File: src/rtl/seg_scan_driver.sv
// Three-digit scan driver for a common-anode 7-segment board: phase letter on digit 3, count tens/ones on digits 1/0.
// Optional blink of the yellow phase is enabled by defining SEG_SCAN_DRIVER_BLINK_EN.
module seg_scan_driver #(
  parameter int SCAN_DIV    = 20000,
  parameter int BLINK_TICKS = 512
) (
  input  logic       clk,
  input  logic       start,
  input  logic       upd,
  input  logic [1:0] phase,
  input  logic [3:0] count,
  output logic [7:0] light,
  output logic [7:0] lightControl
);

  localparam int DIV_W = (SCAN_DIV > 2) ? $clog2(SCAN_DIV) : 1;

  if (SCAN_DIV < 2) begin : g_bad_scan_div
    $error("seg_scan_driver: SCAN_DIV must be >= 2");
  end
  if (BLINK_TICKS < 1) begin : g_bad_blink_ticks
    $error("seg_scan_driver: BLINK_TICKS must be >= 1");
  end

  typedef enum logic [1:0] {
    SLOT_PHASE = 2'd0,
    SLOT_TENS  = 2'd1,
    SLOT_ONES  = 2'd2
  } slot_t;

  slot_t            r_slot;
  slot_t            w_slot_nxt;
  logic [DIV_W-1:0] r_div;
  logic [1:0]       r_phase;
  logic [3:0]       r_count;
  logic             w_tick;
  logic             w_ge10;
  logic [3:0]       w_ones;
  logic [6:0]       w_glyph;
  logic [7:0]       w_ctrl;
  logic             w_blank;

  function automatic logic [6:0] digit_glyph(input logic [3:0] d);
    case (d)
      4'd0:    digit_glyph = 7'h40;
      4'd1:    digit_glyph = 7'h79;
      4'd2:    digit_glyph = 7'h24;
      4'd3:    digit_glyph = 7'h30;
      4'd4:    digit_glyph = 7'h19;
      4'd5:    digit_glyph = 7'h12;
      4'd6:    digit_glyph = 7'h02;
      4'd7:    digit_glyph = 7'h78;
      4'd8:    digit_glyph = 7'h00;
      4'd9:    digit_glyph = 7'h10;
      default: digit_glyph = 7'h7F;
    endcase
  endfunction

  function automatic logic [6:0] phase_glyph(input logic [1:0] p);
    case (p)
      2'd0:    phase_glyph = 7'h42;
      2'd1:    phase_glyph = 7'h11;
      2'd2:    phase_glyph = 7'h2F;
      default: phase_glyph = 7'h3F;
    endcase
  endfunction

  assign w_tick = (r_div == DIV_W'(SCAN_DIV - 1));
  assign w_ge10 = (r_count >= 4'd10);
  assign w_ones = w_ge10 ? (r_count - 4'd10) : r_count;

  always_ff @(posedge clk) begin
    if (!start) begin
      r_div <= '0;
    end else if (w_tick) begin
      r_div <= '0;
    end else begin
      r_div <= r_div + 1'b1;
    end
  end

  // Non-blocking latch: a tick on the same edge still sees the previous phase/count.
  always_ff @(posedge clk) begin
    if (!start) begin
      r_phase <= 2'd3;
      r_count <= 4'd0;
    end else if (upd) begin
      r_phase <= phase;
      r_count <= count;
    end
  end

  always_ff @(posedge clk) begin
    if (!start) begin
      r_slot <= SLOT_PHASE;
    end else begin
      r_slot <= w_slot_nxt;
    end
  end

  always_comb begin
    w_slot_nxt = r_slot;
    w_ctrl     = 8'hFF;
    w_glyph    = 7'h7F;
    case (r_slot)
      SLOT_PHASE: begin
        w_ctrl  = 8'b1111_0111;
        w_glyph = phase_glyph(r_phase);
        if (w_tick) w_slot_nxt = SLOT_TENS;
      end
      SLOT_TENS: begin
        w_ctrl  = 8'b1111_1101;
        w_glyph = w_ge10 ? digit_glyph(4'd1) : 7'h7F;
        if (w_tick) w_slot_nxt = SLOT_ONES;
      end
      SLOT_ONES: begin
        w_ctrl  = 8'b1111_1110;
        w_glyph = digit_glyph(w_ones);
        if (w_tick) w_slot_nxt = SLOT_PHASE;
      end
      default: begin
        w_slot_nxt = SLOT_PHASE;
      end
    endcase
  end

`ifdef SEG_SCAN_DRIVER_BLINK_EN
  localparam int BW = $clog2(BLINK_TICKS + 1);

  logic [BW-1:0] r_bcnt;
  logic          r_blink_off;

  // Entering yellow restarts the blink lit; any other phase keeps it idle.
  always_ff @(posedge clk) begin
    if (!start) begin
      r_bcnt      <= '0;
      r_blink_off <= 1'b0;
    end else if ((upd && (phase == 2'd1) && (r_phase != 2'd1)) || (r_phase != 2'd1)) begin
      r_bcnt      <= '0;
      r_blink_off <= 1'b0;
    end else if (w_tick) begin
      if (r_bcnt == BW'(BLINK_TICKS - 1)) begin
        r_bcnt      <= '0;
        r_blink_off <= ~r_blink_off;
      end else begin
        r_bcnt <= r_bcnt + 1'b1;
      end
    end
  end

  // Gating by phase stops the blink on the first tick after leaving yellow.
  assign w_blank = r_blink_off & (r_phase == 2'd1);
`else
  assign w_blank = 1'b0;
`endif

  always_ff @(posedge clk) begin
    if (!start) begin
      light        <= 8'hFF;
      lightControl <= 8'hFF;
    end else if (w_tick) begin
      light        <= w_blank ? 8'hFF : {1'b0, w_glyph};
      lightControl <= w_ctrl;
    end
  end

endmodule

File: config.mk
export PLATFORM = sky130hd
export DESIGN_NAME = seg_scan_driver
export DESIGN_NICKNAME = d
export VERILOG_FILES = /design/src/rtl/seg_scan_driver.sv
export SDC_FILE = /design/constraint.sdc
export NUM_CORES = 1
export LEC_CHECK = 0
export ABC_AREA = 1
export BUFFER_PORTS_ARGS = -buffer_cell sky130_fd_sc_hd__buf_4
export CAP_MARGIN = 20
export CORE_MARGIN = 2
export CORE_UTILIZATION = 56
export DETAILED_ROUTE_END_ITERATION = 10
export PLACE_DENSITY = 0.87
export SLEW_MARGIN = 20
export SYNTH_ARGS = -nofsm -noshare
export SYNTH_HDL_FRONTEND = slang
export SYNTH_SLANG_ARGS = --single-unit
File: constraint.sdc
create_clock -name clk -period 1.6 [get_ports clk]
set_input_delay 0.24 -clock clk [delete_from_list [all_inputs] [get_ports clk]]
set_output_delay 0.24 -clock clk [all_outputs]
set_load 0.01 [all_outputs]
Word level (Yosys, flattened, before mapping). Memory sizes are Yosys's and may differ from the RTL's. Index checks and enable logic that the tools add are counted.

Bits in read-only memories: 112. Output and inout bits: 16. Logic and storage cells: 32. Flip-flop bits (word level): 39. Memories kept: 1.

Memory list: (name not given) (depth 16, bits a word 7, rd ports 1, clocked after Yosys merged registers in 0, write ports 0, line 44) `case (d)`.

Magnitude comparators: 1. Equal/unequal tests: 8. Reduce and logical (&&, ||, !) cells: 4. Mux-type cells: 9. Bitwise gates (word level): 1. Add/sub/neg operators: 2.

Operators by type and width (count): $pmux 7 s3 (2); $add 15x1->15 const B (1); $eq 15x15->1 const B (1); $pmux 4 s3 (1); $mux 2 (3); $ne 2x2->1 const B (3); $pmux 2 s3 (1); $eq 2x1->1 const B (2); $eq 2x2->1 const B (2); $ge 4x4->1 const B (1); $logic_not 2->1 (2); $mux 4 (1); $sub 4x4->4 const B (1); $mux 3 (1); $reduce_and 3->1 (1); $reduce_or 2->1 (1); $not 1->1 (1).

Depth between registers and ports, before layout. Gate-level depths: netlist (run 1). An unclocked memory read counts as a cell.

Depth after elaboration: 4. Gate-level depth with buffers: 11.

Least setup slack after synthesis (run 1). No wires, ideal clock.

Path kind: register to register. From: register r_div[0]. To: register r_div[6]. Library setup time: 0.120 ns. Path slack: 0.125 ns. Arrival time: 1.355 ns. Cell stages (with the launch flop): 11. Cells stage by stage: dfxtp_1 > ha_1 > nand2_1 > nor2_2 > nand2_1 > nor2_4 > inv_4 > nand2_4 > buf_6 > buf_12 > nor3_2.

Cells in the longest elaborated chain, start to end: 2. Elaborated cells between the ends (all ways): 3.

RTL lines: start: declaration (line 33) `logic [DIV_W-1:0] r_div;`; start signal: assignment (line 78) `r_div <= r_div + 1'b1;`; branches (longest 2 deep; another with $add 15x1->15).

Parallel ways; which one is timed is not known. A chain may end at the register's enable or synchronous reset.

Worst setup path in the final report (run 1).
From: register r_div[0]. To: register r_div[7].

The elaborated chain is that of the path after synthesis.

==> flow_metrics.py, run 1 <==
metrics = {
    "run_status": {
        "outcome": "complete, no violations",
    },
    "pwr": {
        "p_leak_uw": 0.000932,
        "power.density_nw_per_um2": 697,
        "power.total_uw": 1510,
        "pwr-share-seq_pct": 58.1,
        "swShare_pct": 27.3,
        "clockPowerShare_pct": 29.3,
        "ir_drop_mv": 0.372,
        "switchingPower_uw": 413,
        "power_frac_comb_pct": 12.7,
        "cellInternalPower_uw": 1100,
    },
    "placement": {
        "dp_hpwl_mm": 2.79,
        "gp_congestion": 0.886,
        "placed_area_um2": 2000,
        "io_buffers": 19,
        "dp_cells": 326,
    },
    "synthesis": {
        "synth_xor_xnor_area_share_pct": 0.482,
        "synth_top_family_by_area": "simple AND/OR/NAND/NOR gates",
        "synth_edf_count": 0,
        "synth.distinct_cells": 31,
        "ys_seq_area_share_pct": 37.5,
        "yosys.area.top_type_share_pct": 37.5,
        "synthArstFlopShare_pct": 0,
        "synthSimpleGateAreaFrac_pct": 35.7,
        "synthFlopType": "dfxtp_1",
        "avgSynthCellArea_um2": 6.91,
        "synth_compound_area_share_pct": 11.9,
        "post-synth-top-count-cell": "nand2_1",
        "synth-seq-cells": 34,
        "yosys-top-cells-count": "nand2_1, dfxtp_1, inv_1, nor2_1, nand3_1",
        "synthMuxAreaShare_pct": 0,
        "synth_cells": 263,
        "synth_area_leader_cell": "dfxtp_1",
        "yosys-top-cells-area": "dfxtp_1, nand2_1, inv_1",
        "synth_fa_ha_area_share_pct": 3.44,
        "synth_area_um2": 1820,
        "ys.warnings.count": 0,
    },
    "grt": {
        "grt_pass1_wl_mm": 6.02,
        "gr-usage-all-layers_pct": 22.1,
        "grt_pass1_vias": 1498,
        "grt_overflow": 0,
        "antenna_found_initial": 0,
        "grt_max_degree": 15,
    },
    "clock_tree": {
        "postCtsHoldBufs": 0,
        "htree_levels": 2,
        "cts_sinks": 34,
        "clock_tree.root_cell": "clkbuf_4",
        "tritoncts": "built",
        "worst_skew_pair.late_latency_ps": 340,
        "clk_pin_slew_ps": 100,
        "clk_path_buf_depth": 2,
        "numCtsBuffers": 5,
    },
    "setup_path": {
        "end_kind": "flip-flop",
        "slowest_delay_ps": 340,
        "reg2reg_depth": 9,
        "critPathRequiredTime_ps": 1840,
        "crit_type": "flip-flop to flip-flop",
        "worstPathArrival_ps": 1780,
        "crit_buf_inv": 2,
        "critPathTopFamily": "simple AND/OR/NAND/NOR gates",
        "critPathMaxFanout": 7,
        "cp_cell_sequence": "ha_2 -> nand2_2 -> nor2_4 -> nand2_2 -> nor2_4 -> clkinv_4 -> nand2_8 -> clkbuf_16 -> a21oi_2",
        "startpoint_type": "flip-flop",
        "cp_num_cells": 9,
        "slowest_stage": "dfxtp_2",
    },
    "die": {
        "pin_count": 25,
        "rows": 20,
        "core_area_um2": 3080,
        "start_util_pct": 59.0,
        "die_h_um": 61.0,
        "die_w_um": 61.0,
        "die_area_um2": 3720,
    },
    "routing": {
        "drt_iter0_drc": 114,
        "drc": 0,
        "vias": 1741,
        "routedWlPerCell_um": 11.7,
        "vias_per_cell": 5.11,
        "routed_wl_mm": 3.98,
        "ant_nets": 0,
        "first_pass_iters": 4,
    },
    "cells_and_area": {
        "n_antenna_cell": 0,
        "area_growth_pct": 19.5,
        "fillers": 275,
        "final_core_util_pct": 70.5,
        "multi_input_area_um2": 1000,
        "post-route-cell-area_um2": 2170,
        "drive_gt1_share_pct": 23.9,
        "seq_area_um2": 686,
        "final_cells": 341,
        "nNetsFinal": 311,
    },
    "sta": {
        "setup_violations": 0,
        "finalCriticalPeriod_ps": 1540,
        "fmax_mhz": 650,
        "drv_slew": 0,
        "clock_skew_ps": 11.0,
        "fin_crit_sh_pct": 96.2,
        "final_hold_viol_count": 0,
        "setup_tns_ps": 0,
    },
    "hold_path": {
        "hp-class": "input port to flip-flop",
        "hold_depth": 3,
    },
    "job": {
        "drv_cap": 0,
    },
}
[flip-flops by register name, summed over array words and instances, names as in the netlist]
register      cells
r_div            15
light             8
lightControl      3
r_phase           2
r_slot            2
r_count           4
[worst reg2reg max path: stages (launching register included)]
cell and delay, ps:
dfxtp_2 340, ha_2 180, nand2_2 80, nor2_4 100
nand2_2 70, nor2_4 220, clkinv_4 140, nand2_8 130
clkbuf_16 150, a21oi_2 30
[power groups by stage]
stage | Combinational (uW) | Sequential, uW | Clock (uW)
after floorplan | 136 | 893 | 0
after CTS | 171 | 875 | 443
after detailed placement | 168 | 895 | 0
after global placement | 163 | 894 | 0
final | 192 | 878 | 443
after global routing | 217 | 881 | 482
[routing by layer]
layer / track usage [%] / routed length [um] / vias up
met5: 0 / 0 / -
met4: 9.32 / 42 / 0
li1: - / - / 905
met3: 4.48 / 162 / 6
met1: 24.5 / 1680 / 792
met2: 40.6 / 2100 / 38
[metrics by stage]
stage	setup slack [ps]	hold WS, ps
floorplan	125	362
global placement	61.9	437
detailed placement	-0.896	444
CTS	6.16	106
global route	-11.1	115
finish	61.4	103
[cell families (layout without fill, tap and decap cells)]
kind of cell,count (synthesis),after routing
AO/OA/AOI/OAI,37,37
XOR/XNOR,1,1
adder cells (fa/ha/maj),5,5
buffers and inverters,40,69
flip-flops,34,34
other,1,5
AND/OR/NAND/NOR,145,146
[path summary, 6_finish.rpt]
kind	startpoint	end	slack [ps]
worst max-delay path	r_div[0]	r_div[7]	60
worst min register to register	light[4]	light[4]	480
worst max register to register	r_div[0]	r_div[7]	60
worst min-delay path	phase[0]	r_phase[0]	100
[cells in the final DEF, fill, tap and decap left out, types with 5 or more instances in the layout]
master    instances
nand2_1          68
inv_1            30
dfxtp_1          30
buf_4            27
nor2_1           24
nand3_1          22
a21oi_1          18
o21ai_0           9
a21oi_2           7
nor2_2            6
nor3_1            6
conb_1            5
clkbuf_4          5
[area by class of cell]
cell class / instances / area share, %
multi-input combinational: 194 / 46.3
sequential: 34 / 31.6
timing repair buffer: 29 / 11.4
inverter: 32 / 5.76
tap: 44 / 2.54
clock buffer: 5 / 1.73
clock inverter: 2 / 0.461
timing repair inverter: 1 / 0.231
[timing repair]
item,in CTS,in global routing
setup buffers,0,5
cloned,0,3
pin swaps,0,4
resized for setup,1,14
setup endpoints to repair,6,17
Note: power is estimated with default switching activity, not from simulation.
==> run 2, diff against run 1 <==
--- a/config.mk
+++ b/config.mk
@@ -9,10 +9,9 @@
 export BUFFER_PORTS_ARGS = -buffer_cell sky130_fd_sc_hd__buf_4
 export CAP_MARGIN = 20
 export CORE_MARGIN = 2
-export CORE_UTILIZATION = 56
+export CORE_UTILIZATION = 50
 export DETAILED_ROUTE_END_ITERATION = 10
-export PLACE_DENSITY = 0.87
-export SLEW_MARGIN = 20
+export PLACE_DENSITY = 0.8
 export SYNTH_ARGS = -nofsm -noshare
 export SYNTH_HDL_FRONTEND = slang
 export SYNTH_SLANG_ARGS = --single-unit
==> run 2 against run 1 <==
  * Global-route usage fell by 2.2 points
  * Cell count is 0.29% lower
  * Die area grew 11%
  * Non-clock buffer count shrank 2
  * Sequential cell count unchanged
  * Sequential power grew 0.5%
  * Clock power rose by 15%
  * Critical path type unchanged
==> flow_metrics.py, run 2 (same netlist as run 1, synthesis figures left out) <==
metrics = {
    "pwr": {
        "power.density_nw_per_um2": 725,
        "clockPowerShare_pct": 32.1,
        "pwr-share-seq_pct": 55.7,
        "switchingPower_uw": 433,
        "p_leak_uw": 0.000921,
        "ir_drop_mv": 0.382,
        "swShare_pct": 27.3,
        "power_frac_comb_pct": 12.2,
        "cellInternalPower_uw": 1150,
    },
    "setup_path": {
        "critPathMaxFanout": 7,
        "slowest_delay_ps": 380,
        "r2r_end": "light[4]",
        "critPathRequiredTime_ps": 1850,
        "slowest_stage": "dfxtp_1",
        "crit_type": "flip-flop to flip-flop",
        "r2r_setup_slack_ps": 100,
        "reg2reg_depth": 9,
        "critPathTopFamily": "simple AND/OR/NAND/NOR gates",
        "end_kind": "flip-flop",
        "worstPathArrival_ps": 1750,
        "startpoint_type": "flip-flop",
        "cp_num_cells": 9,
        "crit_buf_inv": 2,
        "cp_cell_sequence": "ha_4 -> nand2_2 -> nor2_4 -> nand2_2 -> nor2_4 -> inv_4 -> buf_4 -> a21oi_1 -> nand2_1",
        "rr_startpoint": "r_div[1]",
    },
    "routing": {
        "drc": 0,
        "drt_iter0_drc": 76,
        "routed_wl_mm": 3.77,
        "vias_per_cell": 5.00,
        "routedWlPerCell_um": 11.1,
        "first_pass_iters": 4,
        "vias": 1701,
        "ant_nets": 0,
    },
    "cells_and_area": {
        "multi_input_area_um2": 1040,
        "area_growth_pct": 20.2,
        "nNetsFinal": 307,
        "seq_area_um2": 686,
        "fillers": 319,
        "largest_register_ffs": 15,
        "max_flop_register": "r_div",
        "post-route-cell-area_um2": 2180,
        "drive_gt1_share_pct": 25.2,
        "n_antenna_cell": 0,
        "final_cell_mix": "nand2_1, inv_1, dfxtp_1",
        "final_common_cell": "nand2_1",
        "reg_top3": "r_div x15, light x8, r_count x4",
    },
    "sta": {
        "fin_ws_ps": 99.8,
        "setup_violations": 0,
        "final_hold_viol_count": 0,
        "fmax_mhz": 667,
        "drv_slew": 0,
        "finalCriticalPeriod_ps": 1500,
        "clock_skew_ps": 14.6,
        "fin_crit_sh_pct": 93.8,
    },
    "clock_tree": {
        "htree_levels": 2,
        "numCtsBuffers": 5,
        "cts_sinks": 34,
        "tritoncts": "built",
        "clock_tree.root_cell": "clkbuf_4",
        "clk_pin_slew_ps": 110,
        "worst_skew_pair.late_latency_ps": 340,
        "clk_path_buf_depth": 2,
    },
    "die": {
        "rows": 21,
        "die_w_um": 64.3,
        "pin_count": 25,
        "die_area_um2": 4130,
        "start_util_pct": 53.2,
        "core_area_um2": 3420,
        "die_h_um": 64.3,
    },
    "grt": {
        "antenna_found_initial": 0,
        "busiest_layer": "met2",
        "grt_overflow": 0,
        "met1_usage_pct": 23.7,
        "grt_max_degree": 15,
        "grt_pass1_wl_mm": 6.52,
        "grt_pass1_vias": 1608,
        "gr-usage-all-layers_pct": 19.9,
        "use_met2_pct": 35.0,
        "use_met3_pct": 4.23,
    },
    "hold_path": {
        "hold_depth": 3,
        "hold_path_end": "r_phase[1]",
        "hp-class": "input port to flip-flop",
        "min-delay-start": "phase[1]",
    },
    "placement": {
        "place_ws_ps": 51.5,
        "gp_congestion": 0.900,
        "dp_hpwl_mm": 2.77,
        "placed_area_um2": 2020,
        "io_buffers": 19,
    },
    "run_status": {
        "outcome": "complete, no violations",
    },
    "job": {
        "drv_cap": 0,
    },
}
==> run 2: metal layers <==
metal | wire length [um] | vias up
met1 | 1700 | 779
met2 | 1920 | 23
met3 | 97 | 7
met5 | 0 | -
met4 | 57 | 0
li1 | - | 892
==> run 2: layout make-up <==
type	instances	area share [%]
clock inverter	2	0.573
clock buffer	6	2.35
inverter	32	5.62
timing repair buffer	27	9.86
tap	46	2.64
multi-input combinational	193	47.6
sequential	34	31.4
==> run 2: stage by stage <==
step | total power, uW | setup TNS (ps) | cells | hold slack [ps] | util, %
after global placement | 1070 | 0 | 331 | 433 | 59.3
after global routing | 1660 | -104 | 340 | 119 | 63.9
after CTS | 1580 | -8.15 | 339 | 108 | 61.1
after detailed placement | 1070 | 0 | 331 | 434 | 59.3
final | 1580 | 0 | 340 | 115 | 63.9
after floorplan | 1030 | 0 | 267 | 362 | -
==> run 2: worst register-to-register path, cell delays in order, from the launching register on <==
cell and delay [ps]:
dfxtp_1 380, ha_4 150, nand2_2 80, nor2_4 130
nand2_2 80, nor2_4 170, inv_4 70, buf_4 170
a21oi_1 130, nand2_1 60
==> run 2: power groups by stage <==
stage	sequential (uW)	clock (uW)	combinational, uW
after floorplan	893	0	136
after detailed placement	895	0	175
final	882	508	194
after global placement	895	0	171
after CTS	876	524	177
after global routing	885	552	222
==> run 2: worst max-delay path by stage <==
stage / to / start / slack [ps]
finish: light[4] / r_div[1] / 100
global route: light[3] / r_count[1] / -30
CTS: r_div[13] / r_div[0] / -8
detailed placement: r_div[13] / r_div[0] / 50
global placement: light[1] / r_div[0] / 100
floorplan: r_div[6] / r_div[0] / 120
==> run 2: what timing repair did <==
item / CTS / global route
pin swaps: 0 / 7
hold buffers: 0 / 0
resized for setup: 0 / 24
setup endpoints to repair: 1 / 20
buffers inserted: 0 / 2
==> run 3, diff against run 2 <==
--- a/config.mk
+++ b/config.mk
@@ -12,6 +12,7 @@
 export CORE_UTILIZATION = 50
 export DETAILED_ROUTE_END_ITERATION = 10
 export PLACE_DENSITY = 0.8
+export RECOVER_POWER = 25
 export SYNTH_ARGS = -nofsm -noshare
 export SYNTH_HDL_FRONTEND = slang
 export SYNTH_SLANG_ARGS = --single-unit
==> run 3 against run 2 <==
  * Clock skew grew 0.65 ps
  * Maximum frequency grew 0.16%
  * Cell area is 0.92% lower
  * Clock-buffer cell count is the same
  * Critical path type unchanged
  * Largest cell class unchanged
==> flow_metrics.py, run 3 (same netlist as run 1, synthesis figures left out) <==
metrics = {
    "die": {
        "start_util_pct": 53.2,
        "die_w_um": 64.3,
        "pin_count": 25,
        "core_area_um2": 3420,
        "die_h_um": 64.3,
        "rows": 21,
        "die_area_um2": 4130,
    },
    "cells_and_area": {
        "n_antenna_cell": 0,
        "nNetsFinal": 307,
        "final_cells": 340,
        "drive_gt1_share_pct": 23.1,
        "final_common_cell": "nand2_1",
        "max_flop_register": "r_div",
        "area_growth_pct": 19.1,
        "final_cell_mix": "nand2_1, dfxtp_1, inv_1",
        "largest_register_ffs": 15,
        "final_core_util_pct": 63.3,
        "reg_top3": "r_div x15, light x8, r_count x4",
    },
    "setup_path": {
        "slowest_stage": "dfxtp_1",
        "end_kind": "flip-flop",
        "startpoint": "r_div[1]",
        "crit_buf_inv": 2,
        "crit_type": "flip-flop to flip-flop",
        "worstPathArrival_ps": 1750,
        "critPathMaxFanout": 7,
        "startpoint_type": "flip-flop",
        "cp_cell_sequence": "ha_4 -> nand2_2 -> nor2_4 -> nand2_2 -> nor2_4 -> inv_4 -> buf_4 -> a21oi_1 -> nand2_1",
        "slowest_delay_ps": 380,
        "critPathRequiredTime_ps": 1850,
        "critPathTopFamily": "simple AND/OR/NAND/NOR gates",
        "rr_startpoint": "r_div[1]",
    },
    "placement": {
        "io_buffers": 19,
        "dp_hpwl_mm": 2.77,
        "dp_cells": 331,
        "gp_congestion": 0.900,
    },
    "pwr": {
        "power_frac_comb_pct": 12.2,
        "cellInternalPower_uw": 1150,
        "switchingPower_uw": 433,
        "p_leak_uw": 0.000905,
        "power.density_nw_per_um2": 731,
        "swShare_pct": 27.4,
        "ir_drop_mv": 0.380,
        "clockPowerShare_pct": 32.1,
        "pwr-share-seq_pct": 55.7,
    },
    "hold_path": {
        "hp-class": "input port to flip-flop",
        "min-delay-start": "phase[0]",
    },
    "routing": {
        "first_pass_iters": 4,
        "routedWlPerCell_um": 11.0,
        "vias": 1696,
        "vias_per_cell": 4.99,
        "ant_nets": 0,
        "drt_iter0_drc": 75,
        "routed_wl_mm": 3.75,
        "drc": 0,
    },
    "clock_tree": {
        "cts_sinks": 34,
        "clock_tree.root_cell": "clkbuf_4",
        "numCtsBuffers": 5,
        "clk_path_buf_depth": 2,
        "tritoncts": "built",
        "postCtsHoldBufs": 0,
        "htree_levels": 2,
        "clk_pin_slew_ps": 110,
        "worst_skew_pair.late_latency_ps": 340,
    },
    "sta": {
        "setup_tns_ps": 0,
        "drv_slew": 0,
        "final_hold_viol_count": 0,
        "fmax_mhz": 668,
        "fin_crit_sh_pct": 93.6,
        "setup_violations": 0,
        "clock_skew_ps": 15.3,
        "finalCriticalPeriod_ps": 1500,
    },
    "grt": {
        "grt_overflow": 0,
        "grt_pass1_wl_mm": 6.52,
        "antenna_found_initial": 0,
        "grt_max_degree": 15,
        "grt_pass1_vias": 1608,
        "gr-usage-all-layers_pct": 19.9,
    },
    "job": {
        "drv_cap": 0,
    },
    "run_status": {
        "outcome": "complete, no violations",
    },
}
[run 3: changes by cell type in the layout (fill, tap and decap cells not counted), sizes merged]
cell,change
buf,-5
clkbuf,+5
[run 3: metrics by stage]
stage | total power [uW] | worst slack (ps) | area, um^2 | hold WS (ps)
3_3_place_gp | 1070 | 99.7 | 2020 | 433
5_1_grt | 1660 | -27.9 | 2160 | 119
2_1_floorplan | 1030 | 125 | 1830 | 362
6_report | 1580 | 102 | 2160 | 115
4_1_cts | 1580 | -8.15 | 2090 | 108
3_5_place_dp | 1070 | 51.5 | 2020 | 434
[run 3: final cells by class]
type	instances	area [um^2]
multi-input combinational	193	1040
clock inverter	2	12.5
clock buffer	6	51.3
inverter	32	123
fill	323	1250
timing repair buffer	27	196
tap	46	57.6
sequential	34	684
[run 3: metal layers]
metal  track usage [%]  vias up  routed length [um]
met4              7.18        0                  57
met2              35.0       23                1910
li1                  -      894                   -
met5                 0        -                   0
met1              23.7      772                1670
met3              4.23        7                 106
[run 3: power by group through the flow]
stage / logic, uW / registers (uW) / clock network (uW)
2_1_floorplan: 136 / 893 / 0
3_3_place_gp: 171 / 895 / 0
3_5_place_dp: 175 / 895 / 0
4_1_cts: 177 / 876 / 524
5_1_grt: 221 / 884 / 552
6_report: 192 / 881 / 508
[run 3: worst paths after layout]
path,slack (ps),cells past startpoint,endpoint
worst max-delay path,100,9,light[4]
worst min-delay path,120,3,r_phase[0]
worst max register to register,100,9,light[4]
worst min register to register,450,2,light[7]
[run 3: repair_timing]
action                                  CTS  global route
setup buffers                             0             2
endpoints found under the setup margin    1            20
endpoints found under the hold margin     0             0
gates cloned                              0             0
pin swaps                                 0             7
resized for setup                         0            24
[run 3: worst min-delay path: cells and delay by family]
family / cells / cell delay, ps
buffers and inverters: 1 / 80
and+or+nand+nor: 2 / 110
